**src/rtl/regfile_ctrl_if.sv**
```systemverilog
// ============================================================================
//  Module   : regfile_ctrl_if
//  Purpose  : Request, regfile-port and status bundle for regfile_ctrl.
//  Revision : 1.0  initial release
// ============================================================================
`default_nettype none

interface regfile_ctrl_if;
    logic       coin_valid;
    logic [1:0] coin_sel;
    logic       clear;
    logic [9:0] douta;
    logic [9:0] doutb;
    logic [3:0] rw;
    logic [3:0] ra;
    logic [3:0] rb;
    logic [9:0] din;
    logic       busy;
    logic       done;
    logic       sat;
    logic       reject;

    // The sequencer is the slave; the front end plus regfile form the master.
    modport slave (
        input  coin_valid, coin_sel, clear, douta, doutb,
        output rw, ra, rb, din, busy, done, sat, reject
    );

    modport master (
        output coin_valid, coin_sel, clear, douta, doutb,
        input  rw, ra, rb, din, busy, done, sat, reject
    );
endinterface

`default_nettype wire

```
**src/rtl/regfile_ctrl.sv**
```systemverilog
// ============================================================================
//  Module   : regfile_ctrl
//  Purpose  : Write-side sequencer for the 16x10 vending-machine regfile.
//  Revision : 1.0  initial release
// ============================================================================
`default_nettype none

module regfile_ctrl #(
    parameter int         AMT_MAX = 999,
    parameter logic [3:0] SCRATCH = 4'hF
) (
    input  wire logic      clk,
    input  wire logic      rst,
    regfile_ctrl_if.slave  rf_if
);

    typedef enum logic [2:0] {
        S_INIT0 = 3'd0,
        S_INIT1 = 3'd1,
        S_INIT2 = 3'd2,
        S_INIT3 = 3'd3,
        S_INIT4 = 3'd4,
        S_IDLE  = 3'd5,
        S_ADD   = 3'd6,
        S_CLR   = 3'd7
    } state_t;

    localparam logic [10:0] c_AMT_MAX = 11'(AMT_MAX);
    localparam logic [3:0]  c_R4      = 4'd4;

    state_t     state_q;
    logic [1:0] sel_q;
    logic       done_q;
    logic       sat_q;
    logic       reject_q;

    logic [10:0] w_sum;
    logic        w_clip;

    assign w_sum  = {1'b0, rf_if.douta} + {1'b0, rf_if.doutb};
    assign w_clip = (w_sum > c_AMT_MAX);

    always_ff @(posedge clk or posedge rst) begin
        if (rst) begin
            state_q  <= S_INIT0;
            sel_q    <= 2'd0;
            done_q   <= 1'b0;
            sat_q    <= 1'b0;
            reject_q <= 1'b0;
        end else begin
            done_q   <= 1'b0;
            sat_q    <= 1'b0;
            reject_q <= 1'b0;
            case (state_q)
                S_INIT0: state_q <= S_INIT1;
                S_INIT1: state_q <= S_INIT2;
                S_INIT2: state_q <= S_INIT3;
                S_INIT3: state_q <= S_INIT4;
                S_INIT4: state_q <= S_IDLE;
                S_IDLE: begin
                    // clear wins; a coincident coin is silently dropped
                    if (rf_if.clear) begin
                        state_q <= S_CLR;
                    end else if (rf_if.coin_valid) begin
                        if (rf_if.coin_sel != 2'd3) begin
                            sel_q   <= rf_if.coin_sel;
                            state_q <= S_ADD;
                        end else begin
                            reject_q <= 1'b1;
                        end
                    end
                end
                S_ADD: begin
                    done_q  <= 1'b1;
                    sat_q   <= w_clip;
                    state_q <= S_IDLE;
                end
                S_CLR: begin
                    done_q  <= 1'b1;
                    state_q <= S_IDLE;
                end
                default: state_q <= S_INIT0;
            endcase
        end
    end

    // The regfile writes every edge, so every state must name a safe target.
    always_comb begin
        rf_if.rw  = SCRATCH;
        rf_if.din = 10'd0;
        rf_if.ra  = 4'd0;
        rf_if.rb  = c_R4;
        case (state_q)
            S_INIT0: begin rf_if.rw = 4'd0; rf_if.din = 10'd1;   end
            S_INIT1: begin rf_if.rw = 4'd1; rf_if.din = 10'd10;  end
            S_INIT2: begin rf_if.rw = 4'd2; rf_if.din = 10'd100; end
            S_INIT3: begin rf_if.rw = 4'd3; rf_if.din = 10'd4;   end
            S_INIT4: begin rf_if.rw = c_R4; rf_if.din = 10'd0;   end
            S_ADD: begin
                rf_if.ra  = {2'b00, sel_q};
                rf_if.rw  = c_R4;
                rf_if.din = w_clip ? c_AMT_MAX[9:0] : w_sum[9:0];
            end
            S_CLR: begin rf_if.rw = c_R4; rf_if.din = 10'd0; end
            default: ;
        endcase
    end

    assign rf_if.busy   = (state_q != S_IDLE);
    assign rf_if.done   = done_q;
    assign rf_if.sat    = sat_q;
    assign rf_if.reject = reject_q;

endmodule

`default_nettype wire

```
**src/flat_wrapper.sv**
```systemverilog
// flat-port wrapper written by rule: the top's interface ports become plain ports
module regfile_ctrl_flat 
#(
    parameter int         AMT_MAX = 999,
    parameter logic [3:0] SCRATCH = 4'hF
)
  (clk, rst, rf_if_coin_valid, rf_if_coin_sel, rf_if_clear, rf_if_douta, rf_if_doutb, rf_if_rw, rf_if_ra, rf_if_rb, rf_if_din, rf_if_busy, rf_if_done, rf_if_sat, rf_if_reject);
  regfile_ctrl_if rf_if_i ();
  input  wire logic clk;
  input  wire logic rst;
  input wire logic [$bits(rf_if_i.coin_valid)-1:0] rf_if_coin_valid;
  input wire logic [$bits(rf_if_i.coin_sel)-1:0] rf_if_coin_sel;
  input wire logic [$bits(rf_if_i.clear)-1:0] rf_if_clear;
  input wire logic [$bits(rf_if_i.douta)-1:0] rf_if_douta;
  input wire logic [$bits(rf_if_i.doutb)-1:0] rf_if_doutb;
  output wire logic [$bits(rf_if_i.rw)-1:0] rf_if_rw;
  output wire logic [$bits(rf_if_i.ra)-1:0] rf_if_ra;
  output wire logic [$bits(rf_if_i.rb)-1:0] rf_if_rb;
  output wire logic [$bits(rf_if_i.din)-1:0] rf_if_din;
  output wire logic [$bits(rf_if_i.busy)-1:0] rf_if_busy;
  output wire logic [$bits(rf_if_i.done)-1:0] rf_if_done;
  output wire logic [$bits(rf_if_i.sat)-1:0] rf_if_sat;
  output wire logic [$bits(rf_if_i.reject)-1:0] rf_if_reject;
  assign rf_if_i.coin_valid = rf_if_coin_valid;
  assign rf_if_i.coin_sel = rf_if_coin_sel;
  assign rf_if_i.clear = rf_if_clear;
  assign rf_if_i.douta = rf_if_douta;
  assign rf_if_i.doutb = rf_if_doutb;
  assign rf_if_rw = rf_if_i.rw;
  assign rf_if_ra = rf_if_i.ra;
  assign rf_if_rb = rf_if_i.rb;
  assign rf_if_din = rf_if_i.din;
  assign rf_if_busy = rf_if_i.busy;
  assign rf_if_done = rf_if_i.done;
  assign rf_if_sat = rf_if_i.sat;
  assign rf_if_reject = rf_if_i.reject;
  regfile_ctrl #(.AMT_MAX(AMT_MAX), .SCRATCH(SCRATCH)) u_core (.clk(clk), .rst(rst), .rf_if(rf_if_i));
endmodule
```
**config.mk**
```make
export PLATFORM = sky130hd
export DESIGN_NAME = regfile_ctrl_flat
export DESIGN_NICKNAME = d
export VERILOG_FILES = /design/src/rtl/regfile_ctrl_if.sv /design/src/rtl/regfile_ctrl.sv /design/src/flat_wrapper.sv
export SDC_FILE = /design/constraint.sdc
export NUM_CORES = 1
export LEC_CHECK = 0
export ABC_AREA = 1
export ABC_CLOCK_PERIOD_IN_PS = 2840
export BUFFER_PORTS_ARGS = -buffer_cell sky130_fd_sc_hd__buf_2
export CORE_MARGIN = 2
export CORE_UTILIZATION = 30
export CTS_CLUSTER_DIAMETER = 30
export DETAILED_ROUTE_END_ITERATION = 16
export GPL_TIMING_DRIVEN = 1
export PLACE_DENSITY = 0.63
export SLEW_MARGIN = 20
export SYNTH_ARGS = -nofsm -noshare
export SYNTH_HDL_FRONTEND = slang
export SYNTH_SLANG_ARGS = --single-unit
```
**constraint.sdc**
```tcl
create_clock -name clk -period 2.84 [get_ports clk]
set_input_delay 0.426 -clock clk [delete_from_list [all_inputs] [get_ports clk]]
set_output_delay 0.426 -clock clk [all_outputs]
set_load 0.02 [all_outputs]
```
=== Word-level counts from Yosys, hierarchy flattened ===
Index checks and enable logic that the tools add are counted.

* Add/subtract/negate cells: 1
* Bitwise logic cells: 1
* Mux-type cells: 14
* Eq/ne operators: 11
* Magnitude comparators: 1
* Reductions and logical operators: 5

{| class="wikitable"
|+ Operator list
! operator !! count
|-
| $pmux 10 s5 || 1
|-
| $pmux 4 s5 || 1
|-
| $pmux 3 s6 || 1
|-
| $eq 3x3->1 const B || 4
|-
| $add 10x10->11 || 1
|-
| $gt 11x10->1 const B || 1
|-
| $mux 10 || 1
|-
| $mux 3 || 3
|-
| $eq 3x2->1 const B || 2
|-
| $mux 1 || 6
|-
| $ne 3x3->1 const B || 2
|-
| $reduce_and 4->1 || 1
|-
| $eq 3x1->1 const B || 1
|-
| $logic_not 3->1 || 1
|-
| $ne 3x2->1 const B || 1
|-
| $reduce_or 3->1 || 1
|-
| $mux 2 || 1
|-
| $ne 2x2->1 const B || 1
|-
| $reduce_and 2->1 || 1
|-
| $reduce_or 2->1 || 1
|-
| $not 1->1 || 1
|}

* Output and inout bits: 26
* Register bits: 8
* Logic and storage cells: 38

=== Depth between registers and ports, before layout ===
Gate-level depths: netlist (run 1).

* Word-level depth: 5
* Gate-level depth with buffers: 14

=== Least setup slack after synthesis (run 1) ===
No wires, ideal clock.

* Path type: input to output
* Start: in rf_if_doutb[0]
* End: out rf_if_din[4]
* Path slack: 0.374 ns
* Cell stages on the path: 13
* Arrival time: 2.040 ns
* Buffers on the path: 0
* Data required time: 2.414 ns
* Cell sequence: ha_1 inv_1 fa_1 nand3b_1 nand2_2 nand2_1 nand2_1 nand2_1 nand2_1 nor2_4 nand3_4 nand3_1 nor2_1

* Longest elaborated chain between the ends: 4

{| class="wikitable"
|+ RTL lines
! item !! line !! text
|-
| from (decl) || flat_wrapper.sv:15 || <nowiki>input wire logic [$bits(rf_if_i.doutb)-1:0] rf_if_doutb;</nowiki>
|-
| $add 10x10->11 * || regfile_ctrl.sv:40 || <nowiki>assign w_sum = {1'b0, rf_if.douta} + {1'b0, rf_if.doutb};</nowiki>
|-
| $gt 11x10->1 || regfile_ctrl.sv:41 || <nowiki>assign w_clip = (w_sum > c_AMT_MAX);</nowiki>
|-
| $mux 10 * || regfile_ctrl.sv:102 || <nowiki>rf_if.din = w_clip ? c_AMT_MAX[9:0] : w_sum[9:0];</nowiki>
|-
| $pmux 10 s5 * || regfile_ctrl.sv:93 || <nowiki>case (state_q)</nowiki>
|-
| to (decl) || flat_wrapper.sv:19 || <nowiki>output wire logic [$bits(rf_if_i.din)-1:0] rf_if_din;</nowiki>
|}

Every way passes the cells marked *; elsewhere a longest branch is shown, timed or not.

=== Worst setup path in the final report (run 1) ===
* Start: in rf_if_doutb[0]
* End: out rf_if_din[0]

The elaborated chain is that of the path after synthesis.

==> results_dict.tcl, run 1 <==
set metrics [dict create \
    row_count 22 \
    io-pin-count 52 \
    status "complete, no violations" \
    synth-edff-count 0 \
    layout_setup_ws_ps 162 \
    slew_violations 0 \
    path_clk_slew_ps 40 \
    total_of_fill_cells_in_the_finished_design 432 \
    setup.reg_to_reg.worst_slack_ps 1460 \
    total_switching_power_w 0.000326 \
    vertical_extent_of_the_die_um 65.8 \
    timing.final.hold_violations 0 \
    final-instance-count-excl-fill 284 \
    grt_pass1_vias 1042 \
    timing.critical_path.to_type "output pin" \
    path_delay_family "simple AND/OR/NAND/NOR gates" \
    cts_made_buffers 3 \
    pwr-share-clk_pct 18.6 \
    initial_utilization_pct 31.3 \
    placement.cell_area_um2 1400 \
    finalCritPeriodShare_pct 94.3 \
    grt_antenna_before_repair 0 \
    part_of_the_yosys_area_used_for_sequential_elements_pct 17.4 \
    pre_cts_slack_ps 130 \
    post_synth_main_area_contributors "sky130_fd_sc_hd__nand2_1, sky130_fd_sc_hd__dfrtp_1, sky130_fd_sc_hd__ha_1" \
    worst_setup_path_start_kind "input port" \
    async_flop_share_pct 100 \
    crit_path_max_fanout 4 \
    timing.final.setup_violations 0 \
    route.final.wire_length_mm 2.63 \
    average_via_count_per_standard_cell 4.40 \
    synth.ff_latch_count 8 \
    fin_setup_tns_ps 0 \
    cap_violations 0 \
    crit_top_cell "sky130_fd_sc_hd__nand2_2" \
    dominantRegCellSynth "sky130_fd_sc_hd__dfrtp_1" \
    grt_pass1_wl_mm 4.24 \
    r2r.worst_path.cells 9 \
    wl_per_instance_um 9.26 \
    h-tree-depth 1 \
    reg2reg_start "u_core.state_q[0]" \
    cp-startpoint "rf_if_doutb[0]" \
    count_of_synthesis_stage_warnings_from_yosys 0 \
    dp_hpwl_mm 2.30 \
    num_antenna_cells 0 \
    overflow 0 \
    crit_chain "buf_2, ha_2, inv_1, fa_1, nand3b_1, nand2_2, nand2_2, nand3b_1, nand2_2, nor2_4, nand3_4, nand2_2, nand2_2, nand2_1, buf_2" \
    core-area_um2 3660 \
    placed_cells_incl_taps 281 \
    synth.lib_cells_used.distinct 28 \
    clock-root-buffer "sky130_fd_sc_hd__clkbuf_8" \
    timing.setup.critical_path_class "in2out" \
    fmax_mhz 373 \
    placement.io_buffers 45 \
    setup_repair_after_global_routing_missed_its_margin "false" \
    synthToLayoutAreaGrowth_pct 26.2 \
    routed-via-count 1250 \
    worst_ep_arrival_time_ps 2250 \
    crit_slowest_cell "sky130_fd_sc_hd__fa_1" \
    worstSkewPairLatency_ps 220 \
    die-width_um 65.8 \
    worst-endpoint-required_ps 2410 \
    swShare_pct 46.4 \
    cpPeakStageDelay_ps 390 \
    p_seq_share_pct 23.1 \
    clock_sink_count 8 \
    mostFrequentLayoutCells "sky130_fd_sc_hd__nand2_1, sky130_fd_sc_hd__buf_2, sky130_fd_sc_hd__inv_1" \
    clock_path_buffers 2 \
    post-route-drc-count 0 \
    grt_max_degree 10 \
    internal_power_w 0.000377 \
    drt-pass1-iter-count 4 \
    power-per-cell-area_nw_per_um2 485 \
    final_ant_viol_nets 0 \
    final_period_minus_worst_setup_slack_ps 2680 \
    grt.total_usage_pct 12.3 \
    synthesis.instances 191 \
    p_comb_share_pct 58.3 \
    synthesis.area_per_instance_um2 6.01 \
    layout-drive-gt1-share_pct 29.2 \
    power.leakage_nw 0.910 \
    synth_top_area_share_pct 19.0 \
    max-vdd-ir-drop_mv 0.327 \
    gpl.final_weighted_congestion 0.804 \
    cts_tree "done" \
    post_cts_hold_buffer_count 0 \
    syn_area_um2 1150 \
    critical_path.n_buffers_inverters 3 \
    drt_first_iter_violations 58 \
    design.final.nets 275 \
    holdCritPathClass "in2async" \
    fin_skew_ps 1.72 \
    destination_of_the_worst_register_to_register_timing_path "u_core.sel_q[1]" \
    layout_commonest_cell "sky130_fd_sc_hd__nand2_1" \
    layout.cell_area.non_filler_um2 1450 \
    netlist.top_cell.by_area "sky130_fd_sc_hd__nand2_1" \
    fp.dieArea_um2 4330 \
    fin_total_pwr_w 0.000703 \
]
==> worst register-to-register path, stage by stage, from the launching register on <==
cell and delay (ps):
sky130_fd_sc_hd__dfrtp_1 390, sky130_fd_sc_hd__inv_1 70, sky130_fd_sc_hd__nor2_1 150, sky130_fd_sc_hd__inv_2 90
sky130_fd_sc_hd__nor2_2 110, sky130_fd_sc_hd__inv_2 60, sky130_fd_sc_hd__nor2_1 130, sky130_fd_sc_hd__nand2_1 120
sky130_fd_sc_hd__nor2_1 100, sky130_fd_sc_hd__a21oi_1 40
==> cell families after synthesis <==
group	synth area share, %
adders and majority gates	12.7
buffers and inverters	15.8
other	0.655
DFF	17.4
and+or+nand+nor	43.6
AOI/OAI and AO/OA	9.05
xor gates and xnor gates	0.763
==> per-layer routing <==
metal	global-route usage, %	share of wire (%)
met1	16.5	50
met5	0	0
met3	3.92	6.5
met4	1.30	0
met2	19.9	43
==> per-stage QoR <==
stage / hold slack [ps] / util (%)
after floorplan: 242 / -
after detailed placement: 372 / 38.2
after global routing: 146 / 39.5
after global placement: 378 / 38.2
after CTS: 143 / 39.3
final: 132 / 39.5
==> state kept, by name (all words and copies together), names as in the netlist <==
| signal | cells |
|---|---|
| u_core.rf_if.sat | 1 |
| u_core.state_q | 3 |
| u_core.rf_if.reject | 1 |
| u_core.rf_if.done | 1 |
| u_core.sel_q | 2 |
==> synth_stat cells, types with 2 or more instances <==
| cell | instances |
|---|---|
| sky130_fd_sc_hd__a21oi_1 | 11 |
| sky130_fd_sc_hd__buf_4 | 6 |
| sky130_fd_sc_hd__conb_1 | 2 |
| sky130_fd_sc_hd__dfrtp_1 | 8 |
| sky130_fd_sc_hd__ha_1 | 10 |
| sky130_fd_sc_hd__inv_1 | 29 |
| sky130_fd_sc_hd__inv_2 | 5 |
| sky130_fd_sc_hd__nand2_1 | 58 |
| sky130_fd_sc_hd__nand2_2 | 9 |
| sky130_fd_sc_hd__nand3_1 | 12 |
| sky130_fd_sc_hd__nand3b_1 | 4 |
| sky130_fd_sc_hd__nor2_1 | 18 |
| sky130_fd_sc_hd__nor2_4 | 2 |
| sky130_fd_sc_hd__nor3_1 | 2 |
| sky130_fd_sc_hd__o21ai_0 | 2 |
==> final cells by class <==
type                       instances  area, um^2  area share, %
multi-input combinational        145         783           54.1
clock buffer                       3        41.3           2.85
tap                               48        60.1           4.15
sequential                         8         200           13.8
timing repair buffer              45         230           15.9
inverter                          35         133           9.16
==> how the worst max path moves through the flow <==
| stage | end | slack [ps] | cells past startpoint |
|---|---|---|---|
| after detailed placement | rf_if_din[1] | 130 | 15 |
| after CTS | rf_if_din[1] | 130 | 15 |
| final | rf_if_din[0] | 160 | 15 |
| after global routing | rf_if_din[2] | 8 | 15 |
| after floorplan | rf_if_din[4] | 370 | 13 |
| after global placement | rf_if_din[1] | 180 | 15 |
==> power by group through the flow <==
stage,logic [W],registers [W],clock network [W]
final,0.000410,0.000163,0.000131
after global routing,0.000464,0.000166,0.000141
after CTS,0.000412,0.000163,0.000134
after detailed placement,0.000410,0.000164,0
after global placement,0.000408,0.000163,0
after floorplan,0.000295,0.000172,0
==> what timing repair did <==
| action | 4_1_cts | 5_1_grt |
|---|---|---|
| resized for setup | 0 | 3 |
| hold endpoints to repair | 0 | 0 |
| buffers inserted | 0 | 0 |
| endpoints found under the setup margin | 0 | 2 |
Note: power is estimated with default switching activity, not from simulation.
==> inputs of run 2 (changes only) <==
CORE_ASPECT_RATIO = 0.75   (was unset)
TNS_END_PERCENT = 30   (was unset)
==> run 2 against run 1 <==
  * Critical path depth did not move
  * Sequential share of layout area hardly changed
  * Global-route usage rose by 1.2 points
  * Largest cell class unchanged
==> results_dict.tcl, run 2 (same netlist as run 1, synthesis figures left out) <==
set metrics [dict create \
    placement.cell_area_um2 1400 \
    largest_register_ffs 3 \
    final_ant_viol_nets 0 \
    cap_violations 0 \
    grt_antenna_before_repair 0 \
    final-instance-count-excl-fill 288 \
    timing.final.hold_violations 0 \
    placement.io_buffers 45 \
    grt_pass1_vias 1001 \
    layout_commonest_cell "sky130_fd_sc_hd__nand2_1" \
    holdCritPathClass "in2async" \
    fin_skew_ps 0.663 \
    vertical_extent_of_the_die_um 57.6 \
    fp.dieArea_um2 4340 \
    wl_per_instance_um 9.53 \
    power-per-cell-area_nw_per_um2 487 \
    fin_setup_tns_ps 0 \
    io-pin-count 52 \
    path_delay_family "simple AND/OR/NAND/NOR gates" \
    grt_pass1_wl_mm 4.51 \
    layout_setup_ws_ps 187 \
    initial_utilization_pct 31.3 \
    layout-drive-gt1-share_pct 29.2 \
    design.final.nets 275 \
    cp.depth 15 \
    pre_cts_slack_ps 106 \
    timing.setup.critical_path_class "in2out" \
    worst-endpoint-required_ps 2410 \
    timing.final.setup_violations 0 \
    status "complete, no violations" \
    clock_path_buffers 2 \
    p_seq_share_pct 23.1 \
    crit_path_max_fanout 4 \
    post-route-drc-count 0 \
    regMostFlops "u_core.state_q" \
    h-tree-depth 1 \
    core-area_um2 3660 \
    final_util_pct 39.6 \
    swShare_pct 46.8 \
    dp_hpwl_mm 2.35 \
    crit_slowest_cell "sky130_fd_sc_hd__fa_2" \
    power.leakage_nw 0.911 \
    grt_max_degree 10 \
    timing.critical_path.to_type "output pin" \
    largest_registers "u_core.state_q (3), u_core.sel_q (2)" \
    route.final.wire_length_mm 2.74 \
    clock_sink_count 8 \
    drt-pass1-iter-count 4 \
    routed-via-count 1219 \
    total_switching_power_w 0.000331 \
    synthToLayoutAreaGrowth_pct 26.4 \
    total_of_fill_cells_in_the_finished_design 419 \
    mostFrequentLayoutCells "sky130_fd_sc_hd__nand2_1, sky130_fd_sc_hd__buf_2, sky130_fd_sc_hd__inv_1" \
    grt.total_usage_pct 13.5 \
    cts_made_buffers 3 \
    crit_chain "buf_2, ha_1, inv_1, fa_2, nand3b_1, nand2_2, nand2_1, nand3_1, nand2_1, nor2_4, nand3_4, nand2_2, nand2_2, nand2_1, buf_2" \
    cts_tree "done" \
    drt_first_iter_violations 53 \
    worst_setup_path_start_kind "input port" \
    r2r.worst_path.cells 9 \
    cts_setup_buffers 0 \
    gpl.final_weighted_congestion 0.773 \
    cpPeakStageDelay_ps 350 \
    worst_ep_arrival_time_ps 2230 \
    layout.cell_area.non_filler_um2 1450 \
    row_count 19 \
    overflow 0 \
    path_clk_slew_ps 40 \
    clock-root-buffer "sky130_fd_sc_hd__clkbuf_8" \
    worstSkewPairLatency_ps 230 \
    slew_violations 0 \
    final_period_minus_worst_setup_slack_ps 2650 \
    post_cts_hold_buffer_count 0 \
    average_via_count_per_standard_cell 4.23 \
    setup_repair_after_global_routing_missed_its_margin "false" \
    finalCritPeriodShare_pct 93.4 \
    max-vdd-ir-drop_mv 0.445 \
    placed_cells_incl_taps 285 \
    pwr-share-clk_pct 18.7 \
    die-width_um 75.4 \
    fmax_mhz 377 \
    num_antenna_cells 0 \
    p_comb_share_pct 58.2 \
    internal_power_w 0.000376 \
    critical_path.n_buffers_inverters 3 \
]
[run 2: cell counts in the layout (fill, tap and decap cells not counted)]
No cell type changed its count.
[run 2: timing repair]
action                     CTS  global route
hold endpoints to repair     0             0
setup endpoints to repair    0             5
gates resized for setup      0             2
[run 2: worst paths after layout]
path	start	endpoint	slack, ps
max	rf_if_doutb[0]	rf_if_din[2]	190
min	rst	u_core.rf_if.reject	130
max reg2reg	u_core.state_q[0]	u_core.sel_q[1]	1460
min reg2reg	u_core.sel_q[0]	u_core.sel_q[0]	510
max in group asynchronous	rst	u_core.rf_if.sat	2480
min in group clk	rf_if_coin_valid	u_core.rf_if.reject	430
[run 2: per-stage QoR]
stage | total power (W) | hold slack [ps]
floorplan | 0.000467 | 242
global placement | 0.000574 | 388
finish | 0.000707 | 133
CTS | 0.000714 | 148
detailed placement | 0.000576 | 390
global route | 0.000773 | 169
[run 2: cell type report]
class | instances | area (um^2) | area share [%]
repair buffers | 45 | 228 | 15.7
inverters | 35 | 133 | 9.15
well taps | 52 | 65.1 | 4.49
flip-flops and latches | 8 | 200 | 13.8
multi-input cells | 145 | 783 | 54.0
clock buffers | 3 | 41.3 | 2.85
[run 2: per-layer routing]
| layer | vias up | global-route usage (%) | wire, um |
|---|---|---|---|
| met4 | 0 | 3.76 | 22 |
| met5 | - | 0 | 0 |
| met1 | 514 | 22.0 | 1530 |
| met2 | 34 | 17.3 | 1020 |
| met3 | 2 | 3.00 | 169 |
| li1 | 669 | - | - |
[run 2: power by group through the flow]
stage	combinational (W)	clock (W)	sequential, W
6_report	0.000411	0.000132	0.000163
3_3_place_gp	0.000409	0	0.000164
4_1_cts	0.000414	0.000137	0.000163
3_5_place_dp	0.000412	0	0.000164
5_1_grt	0.000463	0.000144	0.000166
2_1_floorplan	0.000295	0	0.000172
==> inputs of run 3 (changes only) <==
ABC_CLOCK_PERIOD_IN_PS = 2400   (was 2840)
PLACE_DENSITY = 0.65   (was 0.63)
clock period = 2.4 ns   (was 2.84 ns; I/O delays follow)
==> run 3 against run 2 <==
  * Final cell count is 2.4% higher
  * Sequential share of layout area is 1.3 points lower
  * Core utilization is 4.3 points higher
  * Clock power is 19% higher
  * First-iteration DRC count is 30% higher
  * Critical path type unchanged
  * Clock-buffer cell count stayed put
  * Sequential power is 18% higher
  * Critical path depth stayed put
  * Die area stayed put
==> results_dict.tcl, run 3 (same netlist as run 1, synthesis figures left out) <==
set metrics [dict create \
    status "complete, no violations" \
    grt_antenna_before_repair 0 \
    grt_max_degree 10 \
    grt_pass1_wl_mm 4.58 \
    timing.setup.critical_path_class "in2out" \
    crit_top_cell "sky130_fd_sc_hd__nand2_2" \
    use_met1_pct 21.1 \
    timing.final.hold_violations 0 \
    clock-root-buffer "sky130_fd_sc_hd__clkbuf_8" \
    clock_sink_count 8 \
    wl_per_instance_um 9.39 \
    largest_register_ffs 3 \
    path_delay_family "simple AND/OR/NAND/NOR gates" \
    grtUsageMet3_pct 3.89 \
    finalCritPeriodShare_pct 98.7 \
    final_period_minus_worst_setup_slack_ps 2370 \
    gpl.final_weighted_congestion 0.787 \
    final_util_pct 43.9 \
    placement.io_buffers 45 \
    path_clk_slew_ps 40 \
    crit_slowest_cell "sky130_fd_sc_hd__fa_2" \
    fmax_mhz 422 \
    fin_skew_ps 1.53 \
    cts_tree "done" \
    reg2reg_start "u_core.state_q[0]" \
    io-pin-count 52 \
    routed-via-count 1252 \
    die-width_um 75.4 \
    grt.total_usage_pct 13.5 \
    cpPeakStageDelay_ps 340 \
    h-tree-depth 1 \
    worstSkewPairLatency_ps 230 \
    grt_busiest_layer "met1" \
    final_ant_viol_nets 0 \
    crit_path_max_fanout 4 \
    swShare_pct 45.9 \
    groute.layer.met2.usage_pct 18.5 \
    cap_violations 0 \
    internal_power_w 0.000478 \
    num_antenna_cells 0 \
    timing.critical_path.to_type "output pin" \
    max-vdd-ir-drop_mv 0.486 \
    worst-endpoint-required_ps 2040 \
    critical_path.n_buffers_inverters 3 \
    layout-drive-gt1-share_pct 36.6 \
    power.leakage_nw 0.964 \
    overflow 0 \
    synthToLayoutAreaGrowth_pct 40.0 \
    layout_commonest_cell "sky130_fd_sc_hd__nand2_1" \
    design.final.nets 282 \
    total_switching_power_w 0.000406 \
    worst_ep_arrival_time_ps 2010 \
    slew_violations 0 \
    timing.final.setup_violations 0 \
    fp.dieArea_um2 4340 \
    crit_chain "buf_8, ha_4, inv_2, fa_2, nand3b_1, nand2_2, nand2_2, nand3b_1, nand2_2, nor2_4, nand3_4, nand2_2, nand2_4, nand2_2, buf_6" \
    post-route-drc-count 0 \
    cp-startpoint "rf_if_douta[0]" \
    row_count 19 \
    drt_first_iter_violations 69 \
    clock_path_buffers 2 \
    holdCritPathClass "in2async" \
    cts_made_buffers 3 \
    layout.cell_area.non_filler_um2 1610 \
    regMostFlops "u_core.state_q" \
    worst_setup_path_start_kind "input port" \
    vertical_extent_of_the_die_um 57.6 \
    power-per-cell-area_nw_per_um2 550 \
    p_comb_share_pct 60.5 \
    post_cts_hold_buffer_count 0 \
    route.final.wire_length_mm 2.77 \
    drt-pass1-iter-count 4 \
    initial_utilization_pct 31.3 \
    setup_repair_after_global_routing_missed_its_margin "true" \
    pwr-share-clk_pct 17.7 \
    p_seq_share_pct 21.7 \
    largest_registers "u_core.state_q (3), u_core.sel_q (2)" \
    placement.cell_area_um2 1450 \
    core-area_um2 3660 \
    average_via_count_per_standard_cell 4.24 \
    dp_hpwl_mm 2.36 \
    mostFrequentLayoutCells "sky130_fd_sc_hd__nand2_1, sky130_fd_sc_hd__buf_2, sky130_fd_sc_hd__inv_1" \
    grt_pass1_vias 1070 \
]
## run 3: timing repair
action | 4_1_cts | 5_1_grt
resized for setup | 15 | 18
pin swaps | 2 | 7
setup buffers | 0 | 1
endpoints found under the setup margin | 8 | 10
## run 3: routing by layer
layer | vias up | wire, um
li1 | 690 | -
met1 | 525 | 1480
met2 | 35 | 1110
met3 | 2 | 168
met4 | 0 | 15
met5 | - | 0
## run 3: final timing paths
check                                           end  slack, ps  cells past startpoint
worst min-delay path                u_core.sel_q[1]         70                      2
worst max-delay path                   rf_if_din[1]         30                     15
worst min register to register      u_core.sel_q[1]        510                      2
min in group clk                u_core.rf_if.reject        360                      3
worst max register to register      u_core.sel_q[0]       1010                      9
max in group asynchronous         u_core.state_q[1]       2100                      2
## run 3: cell type report
cell class / count / area (um^2)
sequential: 8 / 200
multi-input combinational: 145 / 832
timing repair buffer: 52 / 335
tap: 52 / 65.1
fill: 405 / 2050
inverter: 35 / 133
clock buffer: 3 / 41.3
## run 3: per-stage QoR
stage / TNS [ps] / std cells / power [W] / setup WS [ps] / hold slack [ps]
after global placement: -356 / 291 / 0.000694 / -78.9 / 313
after global routing: -522 / 295 / 0.000966 / -91.5 / 94.6
after detailed placement: -626 / 291 / 0.000697 / -111 / 308
after floorplan: 0 / 195 / 0.000553 / 66.3 / 176
after CTS: -3.12 / 294 / 0.000874 / -3.12 / 69.8
final: 0 / 295 / 0.000884 / 30.6 / 68.2
## run 3: power groups by stage
stage / combinational [W] / clock (W) / sequential (W)
floorplan: 0.000349 / 0 / 0.000204
global placement: 0.000500 / 0 / 0.000194
detailed placement: 0.000503 / 0 / 0.000194
CTS: 0.000522 / 0.000160 / 0.000193
global route: 0.000602 / 0.000168 / 0.000195
finish: 0.000535 / 0.000157 / 0.000192
